### src/rtl/wvb_seg_pkg.sv
// Shared types and header layout helpers for the segmented waveform-buffer write controller.
// Header is packed MSB-first as {ovfl, cont, src, ltc, stop_addr, start_addr}.
package wvb_seg_pkg;

   typedef enum logic [1:0] {
      IDLE  = 2'd0,
      WRITE = 2'd1,
      OVFL  = 2'd2
   } wvb_state_t;

   localparam int HDR_FLAG_W = 1;

   function automatic int hdr_w(input int adr_w, input int ltc_w, input int src_w);
      return 2*adr_w + ltc_w + src_w + 2*HDR_FLAG_W;
   endfunction

   function automatic int hdr_start_lsb();
      return 0;
   endfunction

   function automatic int hdr_stop_lsb(input int adr_w);
      return adr_w;
   endfunction

   function automatic int hdr_ltc_lsb(input int adr_w);
      return 2*adr_w;
   endfunction

   function automatic int hdr_src_lsb(input int adr_w, input int ltc_w);
      return 2*adr_w + ltc_w;
   endfunction

   function automatic int hdr_cont_lsb(input int adr_w, input int ltc_w, input int src_w);
      return 2*adr_w + ltc_w + src_w;
   endfunction

   function automatic int hdr_ovfl_lsb(input int adr_w, input int ltc_w, input int src_w);
      return 2*adr_w + ltc_w + src_w + HDR_FLAG_W;
   endfunction

endpackage

### src/rtl/wvb_seg_wr_ctrl.sv
// Waveform buffer write controller: writes triggered waveforms, splits them into
// length-capped segments and emits one header word per segment.
module wvb_seg_wr_ctrl
   import wvb_seg_pkg::*;
#(
   parameter int P_ADR_WIDTH  = 12,
   parameter int P_LTC_WIDTH  = 48,
   parameter int P_PRE_WIDTH  = 5,
   parameter int P_POST_WIDTH = 8,
   parameter int P_LEN_WIDTH  = 12,
   parameter int P_SRC_WIDTH  = 2
) (
   input  logic                    clk,
   input  logic                    rst,
   input  logic [P_LTC_WIDTH-1:0]  ltc,
   input  logic [P_PRE_WIDTH-1:0]  pre_config,
   input  logic [P_POST_WIDTH-1:0] post_config,
   input  logic [P_LEN_WIDTH-1:0]  max_len_config,
   input  logic [P_LEN_WIDTH-1:0]  fixed_len_config,
   input  logic                    trig_mode,
   input  logic                    trig,
   input  logic [P_SRC_WIDTH-1:0]  trig_src,
   input  logic                    arm,
   input  logic                    overflow_in,
   output logic                    armed,
   output logic [P_ADR_WIDTH-1:0]  wvb_wr_addr,
   output logic                    wvb_wren,
   output logic [hdr_w(P_ADR_WIDTH, P_LTC_WIDTH, P_SRC_WIDTH)-1:0] hdr_data,
   output logic                    hdr_wren,
   output logic                    eoe,
   output logic                    overflow_out
);

   localparam int LOAD_W = P_PRE_WIDTH + P_POST_WIDTH + 1;
   localparam int CNT_W  = (LOAD_W > P_LEN_WIDTH) ? LOAD_W : P_LEN_WIDTH;

   localparam logic [CNT_W-1:0]       CNT_ONE = 1;
   localparam logic [P_LEN_WIDTH-1:0] LEN_ONE = 1;
   localparam logic [P_ADR_WIDTH-1:0] ADR_ONE = 1;

   wvb_state_t             state;
   logic [CNT_W-1:0]       cnt;
   logic [CNT_W-1:0]       load_val;
   logic [P_LEN_WIDTH-1:0] seg_cnt;
   logic [P_LEN_WIDTH-1:0] max_len_lat;
   logic                   mode_lat;
   logic [P_ADR_WIDTH-1:0] start_addr;
   logic [P_LTC_WIDTH-1:0] ltc_lat;
   logic [P_SRC_WIDTH-1:0] src_lat;
   logic                   seg_first;

   logic [CNT_W-1:0]       load_calc;
   logic [CNT_W-1:0]       first_cnt;
   logic [CNT_W-1:0]       cnt_next;
   logic                   seg_full;
   logic [P_LTC_WIDTH-1:0] hdr_ltc;

   // cnt holds the writes still owed, counting the one in flight this cycle
   always_comb begin
      load_calc = CNT_W'(pre_config) + CNT_W'(post_config) + CNT_ONE;
      first_cnt = load_calc;
      if (trig_mode) begin
         first_cnt = (fixed_len_config == '0) ? CNT_ONE : CNT_W'(fixed_len_config);
      end
      cnt_next = cnt - CNT_ONE;
      if (trig && !mode_lat) begin
         cnt_next = load_val;
      end
      seg_full = (max_len_lat != '0) && (seg_cnt == max_len_lat);
      hdr_ltc  = seg_first ? ltc : ltc_lat;
   end

   assign armed = (state == IDLE);

   // A split segment's timestamp is the ltc of its first write, captured one edge after the split
   always_ff @(posedge clk) begin
      if (!rst) begin
         state        <= IDLE;
         cnt          <= '0;
         load_val     <= '0;
         seg_cnt      <= '0;
         max_len_lat  <= '0;
         mode_lat     <= 1'b0;
         start_addr   <= '0;
         ltc_lat      <= '0;
         src_lat      <= '0;
         seg_first    <= 1'b0;
         wvb_wr_addr  <= '0;
         wvb_wren     <= 1'b0;
         hdr_data     <= '0;
         hdr_wren     <= 1'b0;
         eoe          <= 1'b0;
         overflow_out <= 1'b0;
      end else begin
         wvb_wren <= 1'b0;
         hdr_wren <= 1'b0;
         eoe      <= 1'b0;
         case (state)
            IDLE: begin
               if (trig) begin
                  if (overflow_in) begin
                     overflow_out <= 1'b1;
                     state        <= OVFL;
                  end else begin
                     state       <= WRITE;
                     wvb_wren    <= 1'b1;
                     cnt         <= first_cnt;
                     load_val    <= load_calc;
                     mode_lat    <= trig_mode;
                     max_len_lat <= max_len_config;
                     seg_cnt     <= LEN_ONE;
                     start_addr  <= wvb_wr_addr;
                     ltc_lat     <= ltc;
                     src_lat     <= trig_src;
                     seg_first   <= 1'b0;
                  end
               end
            end
            WRITE: begin
               wvb_wr_addr <= wvb_wr_addr + ADR_ONE;
               seg_first   <= 1'b0;
               if (seg_first) begin
                  ltc_lat <= ltc;
               end
               if (overflow_in) begin
                  hdr_wren     <= 1'b1;
                  eoe          <= 1'b1;
                  hdr_data     <= {1'b1, 1'b0, src_lat, hdr_ltc, wvb_wr_addr, start_addr};
                  overflow_out <= 1'b1;
                  cnt          <= '0;
                  seg_cnt      <= '0;
                  state        <= OVFL;
               end else if (cnt_next == '0) begin
                  hdr_wren <= 1'b1;
                  eoe      <= 1'b1;
                  hdr_data <= {1'b0, 1'b0, src_lat, hdr_ltc, wvb_wr_addr, start_addr};
                  cnt      <= '0;
                  seg_cnt  <= '0;
                  state    <= IDLE;
               end else if (seg_full) begin
                  hdr_wren   <= 1'b1;
                  hdr_data   <= {1'b0, 1'b1, src_lat, hdr_ltc, wvb_wr_addr, start_addr};
                  wvb_wren   <= 1'b1;
                  cnt        <= cnt_next;
                  seg_cnt    <= LEN_ONE;
                  start_addr <= wvb_wr_addr + ADR_ONE;
                  seg_first  <= 1'b1;
               end else begin
                  wvb_wren <= 1'b1;
                  cnt      <= cnt_next;
                  seg_cnt  <= seg_cnt + LEN_ONE;
               end
            end
            OVFL: begin
               if (arm && !overflow_in) begin
                  overflow_out <= 1'b0;
                  state        <= IDLE;
               end
            end
            default: state <= IDLE;
         endcase
      end
   end

endmodule

### config.mk
export PLATFORM = sky130hd
export DESIGN_NAME = wvb_seg_wr_ctrl
export DESIGN_NICKNAME = d
export VERILOG_FILES = /design/src/rtl/wvb_seg_pkg.sv /design/src/rtl/wvb_seg_wr_ctrl.sv
export SDC_FILE = /design/constraint.sdc
export NUM_CORES = 1
export LEC_CHECK = 0
export ABC_CLOCK_PERIOD_IN_PS = 4300
export BUFFER_PORTS_ARGS = -buffer_cell sky130_fd_sc_hd__buf_2
export CORE_MARGIN = 2
export CORE_UTILIZATION = 55
export DETAILED_ROUTE_END_ITERATION = 12
export PLACE_DENSITY = 0.8
export SETUP_SLACK_MARGIN = 0.2
export SLEW_MARGIN = 10
export SYNTH_ARGS = -nofsm -noshare
export SYNTH_HDL_FRONTEND = slang
export SYNTH_SLANG_ARGS = --single-unit
### constraint.sdc
create_clock -name clk -period 4.3 [get_ports clk]
set_input_delay 0.645 -clock clk [delete_from_list [all_inputs] [get_ports clk]]
set_output_delay 0.645 -clock clk [all_outputs]
set_load 0.005 [all_outputs]
==> impl_metrics.py, run 1 <==
metrics = {
    "power_and_ir_drop": {
        "powerDensity_nw_per_um2": 409,
        "p_leak_nw": 4.24,
        "ir_worst_vdd_mv": 0.336,
    },
    "setup_path": {
        "arrival_ps": 3780,
        "crit_type": "reg2reg",
        "rr_worst_depth": 10,
        "end_kind": "flip-flop",
        "crit_chain": "inv_1 > ha_1 > or3b_2 > nor3_1 > mux2i_1 > nor4b_1 > a21o_4 > buf_12 > nor2_1 > a211oi_1",
        "start_kind": "flip-flop",
        "critPathRequiredTime_ps": 4690,
        "crit_fanout": 62,
        "r2r_end": "hdr_data[58]$_SDFFE_PN0P_",
        "rr_startpoint": "cnt[0]$_SDFFE_PN0P_",
        "r2r_slack_ps": 910,
        "slowest_delay_ps": 530,
        "cpMaxStageDelayCell": "or3b_2",
    },
    "clock_tree": {
        "cts_hold_buf": 0,
        "cts_inserted_buffers": 22,
        "ctsRootBufferMaster": "clkbuf_16",
        "cts_setup_buffers": 0,
        "clkSinkCount": 205,
        "cts_buffer_depth": 3,
        "cts_tree": "built",
        "path_clk_slew_ps": 60,
        "cts_resized": 0,
        "h-tree-depth": 1,
        "clk_latency_ps": 500,
    },
    "sta": {
        "clock.fmax_ghz": 0.295,
        "rsz0062_at_grt": "false",
        "fin_skew_ps": 24.0,
        "finalMaxSlewViolations": 0,
        "relSlewSlack": 0.407,
        "fin_crit_sh": 0.788,
        "final-setup-viol-count": 0,
        "tns_ps": 0,
        "worst_pin_slew_ps": 889,
        "hold_violations": 0,
        "whs_ps": 383,
        "layout_min_cycle_time_ps": 3390,
    },
    "global_routing": {
        "gr-total-overflow": 0,
        "met2_usage": 0.412,
        "top_usage_layer": "met2",
        "grt_max_degree": 63,
        "grt_util_all_layers": 0.245,
        "gr-usage-met1": 0.311,
        "grt_pass1_wl_mm": 36.1,
        "grt_pass1_vias": 7474,
        "grtUsageMet3": 0.0694,
        "antenna_found_initial": 1,
    },
    "layout": {
        "areaGrowthSynthToFinish_pct": 18.6,
        "drive_gt1_frac": 0.209,
        "num_antenna_cells": 0,
        "final_cell_mix": "dfxtp_1 (204), nand2_1 (201), buf_2 (185), a21oi_1 (104), nor2_1 (89)",
        "layout.nets": 1318,
        "layout_commonest_cell": "dfxtp_1",
    },
    "drt": {
        "vias": 7946,
        "ant_nets": 0,
        "wl_mm": 22.1,
        "wl_per_cell_um": 15.3,
        "drt_iter0_markers": 410,
        "firstDrtPassIters": 7,
        "vias_per_cell": 5.51,
        "drc_errors": 0,
    },
    "yosys": {
        "synth_edf_count": 0,
        "yosys-top-cells-area": "dfxtp_1 (46%), nand2_1 (8.4%), mux2i_1 (6.0%)",
        "syn_avg_cell_area_um2": 8.32,
        "ys.flop_type": "dfxtp_1",
        "synth_cells": 1075,
        "synth_cell_types": 59,
        "async_flop_share": 0,
        "synth_warnings": 0,
        "syn-num-nets": 1177,
        "ys_seq_area_frac": 0.459,
        "synth.top_cell.area_share": 0.459,
        "syn_area_um2": 8950,
        "synth_top_cell_by_area": "dfxtp_1",
        "ys_ff_latch": 205,
    },
    "run": {
        "maxCapViolCount": 0,
    },
    "floorplan": {
        "die-area_um2": 17300,
        "die_w_um": 132,
        "rows": 46,
        "fp.dieH_um": 132,
        "start_util": 0.563,
        "core_um2": 15900,
        "io_pins": 186,
    },
    "placement": {
        "dp_hpwl_mm": 15.0,
        "port_buffers": 185,
        "gp_congestion": 0.869,
    },
    "min_path": {
        "hold_class": "in2reg",
        "hold_depth": 3,
        "min_to": "max_len_lat[2]$_SDFFE_PN0P_",
        "worstHoldStart": "max_len_config[2]",
    },
    "outcome": {
        "outcome": "finished, final reports clean",
    },
}
==> synth_stat cells (3+ instances only) <==
master and instances:
a2111oi_0 3, a211oi_1 53, a21oi_1 104, a22o_1 3, a31oi_1 7, and2_1 13, and3_1 7, buf_1 3
buf_2 14, clkbuf_1 64, dfxtp_1 205, ha_1 8, inv_1 15, mux2_2 11, mux2i_1 54, nand2_1 201
nand2b_1 5, nand3_1 32, nand4_1 6, nor2_1 91, nor2b_1 5, nor3_1 11, nor3b_1 3, nor4_1 11
nor4b_1 4, o211ai_1 4, o21ai_0 60, or3_1 5, or4_1 3, xnor2_1 11, xor2_1 21
==> area by class of cell <==
type                    instances  area (um2)
clock buffers                  31         636
repair buffers                202        1070
fillers                      1327        5270
well taps                     216         270
multi-input cells             770        4460
inverters                      15        58.8
flip-flops and latches        205        4110
clock inverters                 4        20.0
==> cell families after synthesis <==
kind of cell,synth area share
mux,0.0759
compound gates,0.177
simple gates,0.198
flops,0.459
xor+xnor,0.0313
buf+inv,0.0464
fa+ha+maj,0.0134
==> critical path, delay by kind of cell, from the launching register on <==
kind                       cells  cell delay, ps
and+or+nand+nor                4            1390
AOI/OAI and AO/OA              2             740
buffers and inverters          2             420
DFF                            1             330
adders and majority gates      1             180
muxes                          1             180
==> worst max-delay path by stage <==
stage	from	end	slack, ps	depth (start not counted)
2_1_floorplan	cnt[0]$_SDFFE_PN0P_	start_addr[1]$_SDFFE_PN0P_	1300	11
3_3_place_gp	cnt[0]$_SDFFE_PN0P_	start_addr[8]$_SDFFE_PN0P_	1060	9
3_5_place_dp	trig	start_addr[6]$_SDFFE_PN0P_	970	8
4_1_cts	cnt[0]$_SDFFE_PN0P_	start_addr[6]$_SDFFE_PN0P_	920	7
5_1_grt	cnt[0]$_SDFFE_PN0P_	hdr_data[58]$_SDFFE_PN0P_	600	10
6_report	cnt[0]$_SDFFE_PN0P_	hdr_data[58]$_SDFFE_PN0P_	910	10
==> per-layer routing <==
layer	part of all wire	vias up
met4	0.017	2
met2	0.47	228
met1	0.43	3676
met5	0.00050	-
li1	-	4003
met3	0.083	37
==> sequential cells by signal, summed over array words and instances (netlist names), 2 cells and up <==
signal,cells
wvb_wr_addr,12
seg_cnt,12
src_lat,2
max_len_lat,12
state,2
load_val,9
cnt,14
hdr_data,76
start_addr,12
ltc_lat,48
==> stage by stage <==
step | cells | total power [mW] | setup WS (ps) | cell area [um2] | util
floorplan | 1075 | 2.45 | 1300 | 8950 | -
global placement | 1408 | 2.62 | 1060 | 9960 | 0.627
detailed placement | 1408 | 2.63 | 965 | 9960 | 0.627
CTS | 1443 | 4.37 | 925 | 10600 | 0.668
global route | 1443 | 4.53 | 602 | 10600 | 0.668
finish | 1443 | 4.34 | 913 | 10600 | 0.668
==> where the power goes <==
group          internal [mW]  leakage (nW)  switching (mW)  total, mW
clock network           1.02         0.327           0.727       1.75
registers               1.99          1.67          0.0630       2.05
logic                  0.217          2.24           0.328      0.546
(Power assumes the default switching activity.)
==> run 2, diff against run 1 <==
- ABC_AREA: not set -> 1
- ABC_CLOCK_PERIOD_IN_PS: 4300 -> 3250
- CORE_UTILIZATION: 55 -> 56
- PLACE_DENSITY: 0.8 -> 0.81
- clock period: 4.3 -> 3.25 ns (I/O delays scaled with it)
==> impl_metrics.py, run 2 <==
metrics = {
    "floorplan": {
        "core_um2": 17100,
        "rows": 48,
        "die_w_um": 136,
        "die-area_um2": 18400,
        "start_util": 0.568,
        "fp.dieH_um": 136,
        "io_pins": 186,
    },
    "clock_tree": {
        "cts_inserted_buffers": 22,
        "cts_buffer_depth": 3,
        "ctsRootBufferMaster": "clkbuf_16",
        "cts_tree": "built",
        "h-tree-depth": 1,
        "path_clk_slew_ps": 60,
        "cts_setup_buffers": 0,
        "clkSinkCount": 205,
        "clk_latency_ps": 510,
        "cts_hold_buf": 0,
        "cts_resized": 0,
    },
    "power_and_ir_drop": {
        "ir_worst_vdd_mv": 0.344,
        "power_frac_comb": 0.158,
        "pwr-share-clk": 0.417,
        "internal_power_mw": 4.74,
        "powerDensity_nw_per_um2": 568,
        "p_switching_mw": 1.79,
        "p_leak_nw": 5.17,
        "seqPwrFrac": 0.425,
        "p_sw_frac": 0.274,
    },
    "drt": {
        "vias_per_cell": 5.45,
        "drc_errors": 0,
        "wl_per_cell_um": 14.3,
        "firstDrtPassIters": 5,
        "wl_mm": 25.2,
        "vias": 9631,
        "drt_iter0_markers": 775,
        "ant_nets": 0,
    },
    "setup_path": {
        "critPathLaunch": "cnt[0]$_SDFFE_PN0P_",
        "crit_chain": "inv_1 > ha_1 > nand2_1 > nor2_2 > nand2_1 > nand2_1 > nand3_1 > nand2_1 > nor2_1 > nand3_2 > nand2_1 > nor2_4 > buf_4 > o21ai_0 > nor2_1",
        "slowest_delay_ps": 380,
        "critPathRequiredTime_ps": 3690,
        "rr_startpoint": "cnt[0]$_SDFFE_PN0P_",
        "rr_worst_depth": 15,
        "crit_buf_inv": 2,
        "cpLargestDelayFamily": "simple AND/OR/NAND/NOR gates",
        "cpMaxStageDelayCell": "nor2_4",
        "crit_type": "reg2reg",
        "start_kind": "flip-flop",
        "r2r_slack_ps": 650,
        "end_kind": "flip-flop",
        "endpoint": "hdr_data[27]$_SDFFE_PN0P_",
        "arrival_ps": 3040,
        "crit_fanout": 20,
        "r2r_end": "hdr_data[27]$_SDFFE_PN0P_",
        "crit_cells": 15,
        "crit_path_frequent_cell": "nand2_1",
    },
    "global_routing": {
        "grt_util_all_layers": 0.269,
        "grtUsageMet3": 0.0374,
        "top_usage_layer": "met2",
        "antenna_found_initial": 0,
        "grt_pass1_vias": 8717,
        "met2_usage": 0.456,
        "grt_max_degree": 86,
        "grt_pass1_wl_mm": 41.1,
        "gr-total-overflow": 0,
        "gr-usage-met1": 0.357,
    },
    "sta": {
        "relSlewSlack": 0.476,
        "clock.fmax_ghz": 0.385,
        "tns_ps": 0,
        "fin_crit_sh": 0.800,
        "finalMaxSlewViolations": 0,
        "rsz0062_at_grt": "false",
        "layout_min_cycle_time_ps": 2600,
        "hold_violations": 0,
        "final-setup-viol-count": 0,
        "worst_pin_slew_ps": 786,
        "fin_skew_ps": 15.6,
    },
    "yosys": {
        "synth_common_cells": "nor2_1 (270), dfxtp_1 (205), o21ai_0 (182), nand2_1 (176), inv_1 (150)",
        "ys_ff_latch": 205,
        "syn_avg_cell_area_um2": 7.01,
        "ys_seq_area_frac": 0.422,
        "yosysMostFrequentCell": "nor2_1",
        "syn_area_um2": 9720,
        "synth.top_cell.area_share": 0.422,
        "async_flop_share": 0,
        "synth_warnings": 0,
        "yosys-top-cells-area": "dfxtp_1 (42%), nor2_1 (10%), o21ai_0 (9.4%)",
        "ys.flop_type": "dfxtp_1",
        "syn-num-nets": 1489,
        "synth_cell_types": 41,
        "synth_cells": 1387,
        "synth_top_cell_by_area": "dfxtp_1",
        "synth_edf_count": 0,
    },
    "placement": {
        "port_buffers": 185,
        "gp_congestion": 0.968,
        "dp_hpwl_mm": 16.8,
    },
    "layout": {
        "final_core_utilization": 0.672,
        "largest_register_ffs": 76,
        "drive_gt1_frac": 0.172,
        "final_cell_mix": "nor2_1 (270), dfxtp_1 (204), buf_2 (184), o21ai_0 (182), nand2_1 (175)",
        "num_antenna_cells": 0,
        "largest-register": "hdr_data",
        "layout.nets": 1628,
        "layout_commonest_cell": "nor2_1",
        "areaGrowthSynthToFinish_pct": 18.2,
        "top_regs": "hdr_data x76, ltc_lat x48, cnt x14",
    },
    "min_path": {
        "hold_class": "in2reg",
    },
    "outcome": {
        "outcome": "finished, final reports clean",
    },
    "run": {
        "maxCapViolCount": 0,
    },
}
## run 2: cell count changes after synthesis, moves of 19 or more
cell       previous run  this run
o21ai_0              60       182
inv_1                15       150
o21ai_1               0        19
a21oi_1             104        81
a211oi_1             53         0
nand3_1              32        58
nand2_1             201       176
o2111ai_1             2        37
nor2_1               91       270
mux2i_1              54         0
## run 2: worst min-delay path by stage
stage | startpoint | endpoint | cells past startpoint
after floorplan | load_val[2]$_SDFFE_PN0P_ | load_val[2]$_SDFFE_PN0P_ | 2
after global placement | ltc_lat[43]$_SDFFE_PN0P_ | ltc_lat[43]$_SDFFE_PN0P_ | 1
after detailed placement | ltc_lat[43]$_SDFFE_PN0P_ | ltc_lat[43]$_SDFFE_PN0P_ | 1
after CTS | max_len_config[7] | max_len_lat[7]$_SDFFE_PN0P_ | 3
after global routing | max_len_config[2] | max_len_lat[2]$_SDFFE_PN0P_ | 3
final | max_len_config[7] | max_len_lat[7]$_SDFFE_PN0P_ | 3
## run 2: cell families (layout without fill, tap and decap cells)
logic type      after synthesis  after routing  share of synthesized area
xor+xnor                     24             24                     0.0216
fa+ha+maj                     9              9                     0.0124
simple gates                549            549                      0.232
flops                       205            205                      0.422
buf+inv                     241            396                     0.0997
compound gates              359            359                      0.212
## run 2: stage by stage
| step | cells | cell area, um2 | hold slack, ps | total power, mW | worst slack (ps) |
|---|---|---|---|---|---|
| final | 1767 | 11500 | 233 | 6.53 | 651 |
| after global routing | 1767 | 11500 | 250 | 6.82 | 320 |
| after CTS | 1767 | 11500 | 231 | 6.56 | 425 |
| after detailed placement | 1727 | 10700 | 450 | 3.85 | 369 |
| after global placement | 1727 | 10700 | 440 | 3.82 | 460 |
| after floorplan | 1387 | 9720 | 430 | 3.53 | 1140 |
## run 2: worst reg2reg max path, delay by kind of cell, from the launching register on
kind | cells | cell delay (ps)
buffers and inverters | 2 | 490
adder cells (fa/ha/maj) | 1 | 230
AO/OA/AOI/OAI | 1 | 120
flip-flops | 1 | 290
AND/OR/NAND/NOR | 11 | 1390
## run 2: cell type report
class,instances,area [um2]
multi-input cells,941,4670
flip-flops and latches,205,4110
inverters,155,582
clock buffers,29,628
fillers,1517,5620
repair buffers,201,1060
clock inverters,11,169
well taps,225,282
## run 2: power by group through the flow
stage	combinational, mW	sequential, mW	clock [mW]
finish	1.03	2.77	2.72
global route	1.18	2.79	2.85
CTS	1.03	2.77	2.76
detailed placement	1.02	2.83	0
global placement	0.996	2.82	0
floorplan	0.719	2.81	0
## run 2: metal layers
metal | up-vias | part of all wire
met2 | 332 | 0.46
met4 | 0 | 0.019
met1 | 4401 | 0.45
li1 | 4861 | -
met3 | 37 | 0.068
met5 | - | 0
==> run 3, diff against run 2 <==
- ABC_CLOCK_PERIOD_IN_PS: 3250 -> 2400
- clock period: 3.25 -> 2.4 ns (I/O delays scaled with it)
==> impl_metrics.py, run 3 (synthesis results as in run 2) <==
metrics = {
    "outcome": {
        "outcome": "finished, final reports clean",
    },
    "layout": {
        "largest_register_ffs": 76,
        "final_cell_mix": "nor2_1 (253), dfxtp_1 (198), buf_2 (184), o21ai_0 (168), nand2_1 (166)",
        "largest-register": "hdr_data",
        "layout_commonest_cell": "nor2_1",
        "layout.nets": 1648,
        "drive_gt1_frac": 0.211,
        "top_regs": "hdr_data x76, ltc_lat x48, cnt x14",
        "fin_area_um2": 12000,
        "final-instance-count-excl-fill": 1787,
        "num_antenna_cells": 0,
        "areaGrowthSynthToFinish_pct": 23.2,
        "nFillCells": 1424,
    },
    "floorplan": {
        "core_um2": 17100,
        "start_util": 0.568,
        "rows": 48,
        "die_w_um": 136,
        "io_pins": 186,
        "fp.dieH_um": 136,
        "die-area_um2": 18400,
    },
    "drt": {
        "firstDrtPassIters": 5,
        "wl_mm": 26.7,
        "vias": 9710,
        "ant_nets": 0,
        "wl_per_cell_um": 14.9,
        "vias_per_cell": 5.43,
        "drt_iter0_markers": 871,
        "drc_errors": 0,
    },
    "clock_tree": {
        "cts_tree": "built",
        "clkSinkCount": 205,
        "h-tree-depth": 1,
        "cts_buffer_depth": 3,
        "cts_inserted_buffers": 22,
        "path_clk_slew_ps": 60,
        "clk_latency_ps": 510,
        "ctsRootBufferMaster": "clkbuf_16",
        "cts_hold_buf": 0,
    },
    "setup_path": {
        "crit_type": "reg2reg",
        "start_kind": "flip-flop",
        "cpLargestDelayFamily": "simple AND/OR/NAND/NOR gates",
        "crit_fanout": 12,
        "crit_buf_inv": 3,
        "cpMaxStageDelayCell": "dfxtp_2",
        "crit_path_frequent_cell": "nor2_1",
        "critPathRequiredTime_ps": 2830,
        "crit_chain": "nor2_4 > nand2_4 > nor2_4 > nand3_1 > nand3_2 > nand2_1 > nor2_1 > nand2_2 > o21bai_4 > nand2_4 > clkinv_8 > buf_12 > clkbuf_16 > nor2_1 > nor2_1",
        "end_kind": "flip-flop",
        "slowest_delay_ps": 350,
        "arrival_ps": 2590,
    },
    "power_and_ir_drop": {
        "p_switching_mw": 2.47,
        "powerDensity_nw_per_um2": 737,
        "ir_worst_vdd_mv": 0.486,
        "internal_power_mw": 6.36,
        "pwr-share-clk": 0.396,
        "p_sw_frac": 0.280,
        "power_frac_comb": 0.177,
        "seqPwrFrac": 0.427,
        "p_leak_nw": 5.36,
    },
    "sta": {
        "fin_crit_sh": 0.902,
        "finalMaxSlewViolations": 0,
        "final-setup-viol-count": 0,
        "tns_ps": 0,
        "layout_min_cycle_time_ps": 2160,
        "rsz0062_at_grt": "true",
        "worst_pin_slew_ps": 602,
        "relSlewSlack": 0.599,
        "hold_violations": 0,
        "fin_skew_ps": 16.8,
        "clock.fmax_ghz": 0.462,
    },
    "min_path": {
        "hold_class": "in2reg",
    },
    "global_routing": {
        "antenna_found_initial": 0,
        "grt_pass1_wl_mm": 41.3,
        "grt_max_degree": 152,
        "gr-total-overflow": 0,
        "grt_util_all_layers": 0.272,
        "grt_pass1_vias": 8605,
    },
    "placement": {
        "gp_congestion": 0.918,
        "port_buffers": 185,
        "placed_area_um2": 10900,
        "dp_cells": 1738,
        "dp_hpwl_mm": 16.7,
    },
    "run": {
        "maxCapViolCount": 0,
    },
}
==> run 3: cell count changes in the layout (fill, tap and decap cells not counted), moves of 6 or more <==
cell,change
buf_12,+7
nand2_2,+7
o21ai_1,+9
nor2_1,-17
o21ai_0,-14
dfxtp_1,-6
dfxtp_2,+6
nand2_1,-9
nor2_2,+12
==> run 3: power groups by stage <==
stage / logic, mW / clock network (mW) / registers (mW)
finish: 1.56 / 3.50 / 3.77
global route: 1.75 / 3.69 / 3.79
CTS: 1.45 / 3.55 / 3.75
detailed placement: 1.42 / 0 / 3.83
global placement: 1.39 / 0 / 3.82
floorplan: 0.974 / 0 / 3.81
==> run 3: worst paths after layout <==
kind                                  from  cells after the start                           to  slack, ps
setup / recovery       cnt[2]$_SDFFE_PN0P_                     15    hdr_data[14]$_SDFFE_PN0P_        240
hold / removal           max_len_config[6]                      3  max_len_lat[6]$_SDFFE_PN0P_        100
hold reg to reg   ltc_lat[40]$_SDFFE_PN0P_                      1     ltc_lat[40]$_SDFFE_PN0P_        460
setup reg to reg       cnt[2]$_SDFFE_PN0P_                     15    hdr_data[14]$_SDFFE_PN0P_        240
==> run 3: what timing repair did <==
| item | in CTS | in global routing |
|---|---|---|
| gates cloned | 2 | 3 |
| hold endpoints to repair | 0 | 0 |
| buffers inserted | 1 | 3 |
| endpoints found under the setup margin | 43 | 103 |
| pin swaps | 3 | 22 |
| resized for setup | 7 | 73 |
==> run 3: final cells by class <==
class                      instances  area (um2)  area share
multi-input combinational        941        4820       0.403
sequential                       205        4110       0.343
inverter                         155         594      0.0496
timing repair buffer             221        1410       0.117
tap                              225         282      0.0235
clock buffer                      32         658      0.0550
clock inverter                     8         104     0.00867
==> run 3: tightest hold or removal path, delay by kind of cell <==
family,cells,cell delay [ps]
simple gates,1,70
compound gates,1,70
buf+inv,1,70
==> run 3: metrics by stage <==
step | worst slack, ps | hold slack, ps | power (mW) | util
global route | 119 | 105 | 9.23 | 0.700
detailed placement | 84.0 | 448 | 5.25 | 0.634
finish | 236 | 97.4 | 8.83 | 0.700
floorplan | 286 | 430 | 4.78 | -
global placement | 142 | 441 | 5.21 | 0.634
CTS | 201 | 77.6 | 8.76 | 0.684
==> run 3: routing by layer <==
| metal | track usage | share of wire |
|---|---|---|
| met1 | 0.368 | 0.44 |
| met2 | 0.441 | 0.47 |
| met3 | 0.0426 | 0.067 |
| met4 | 0.102 | 0.025 |
| met5 | 0 | 0 |
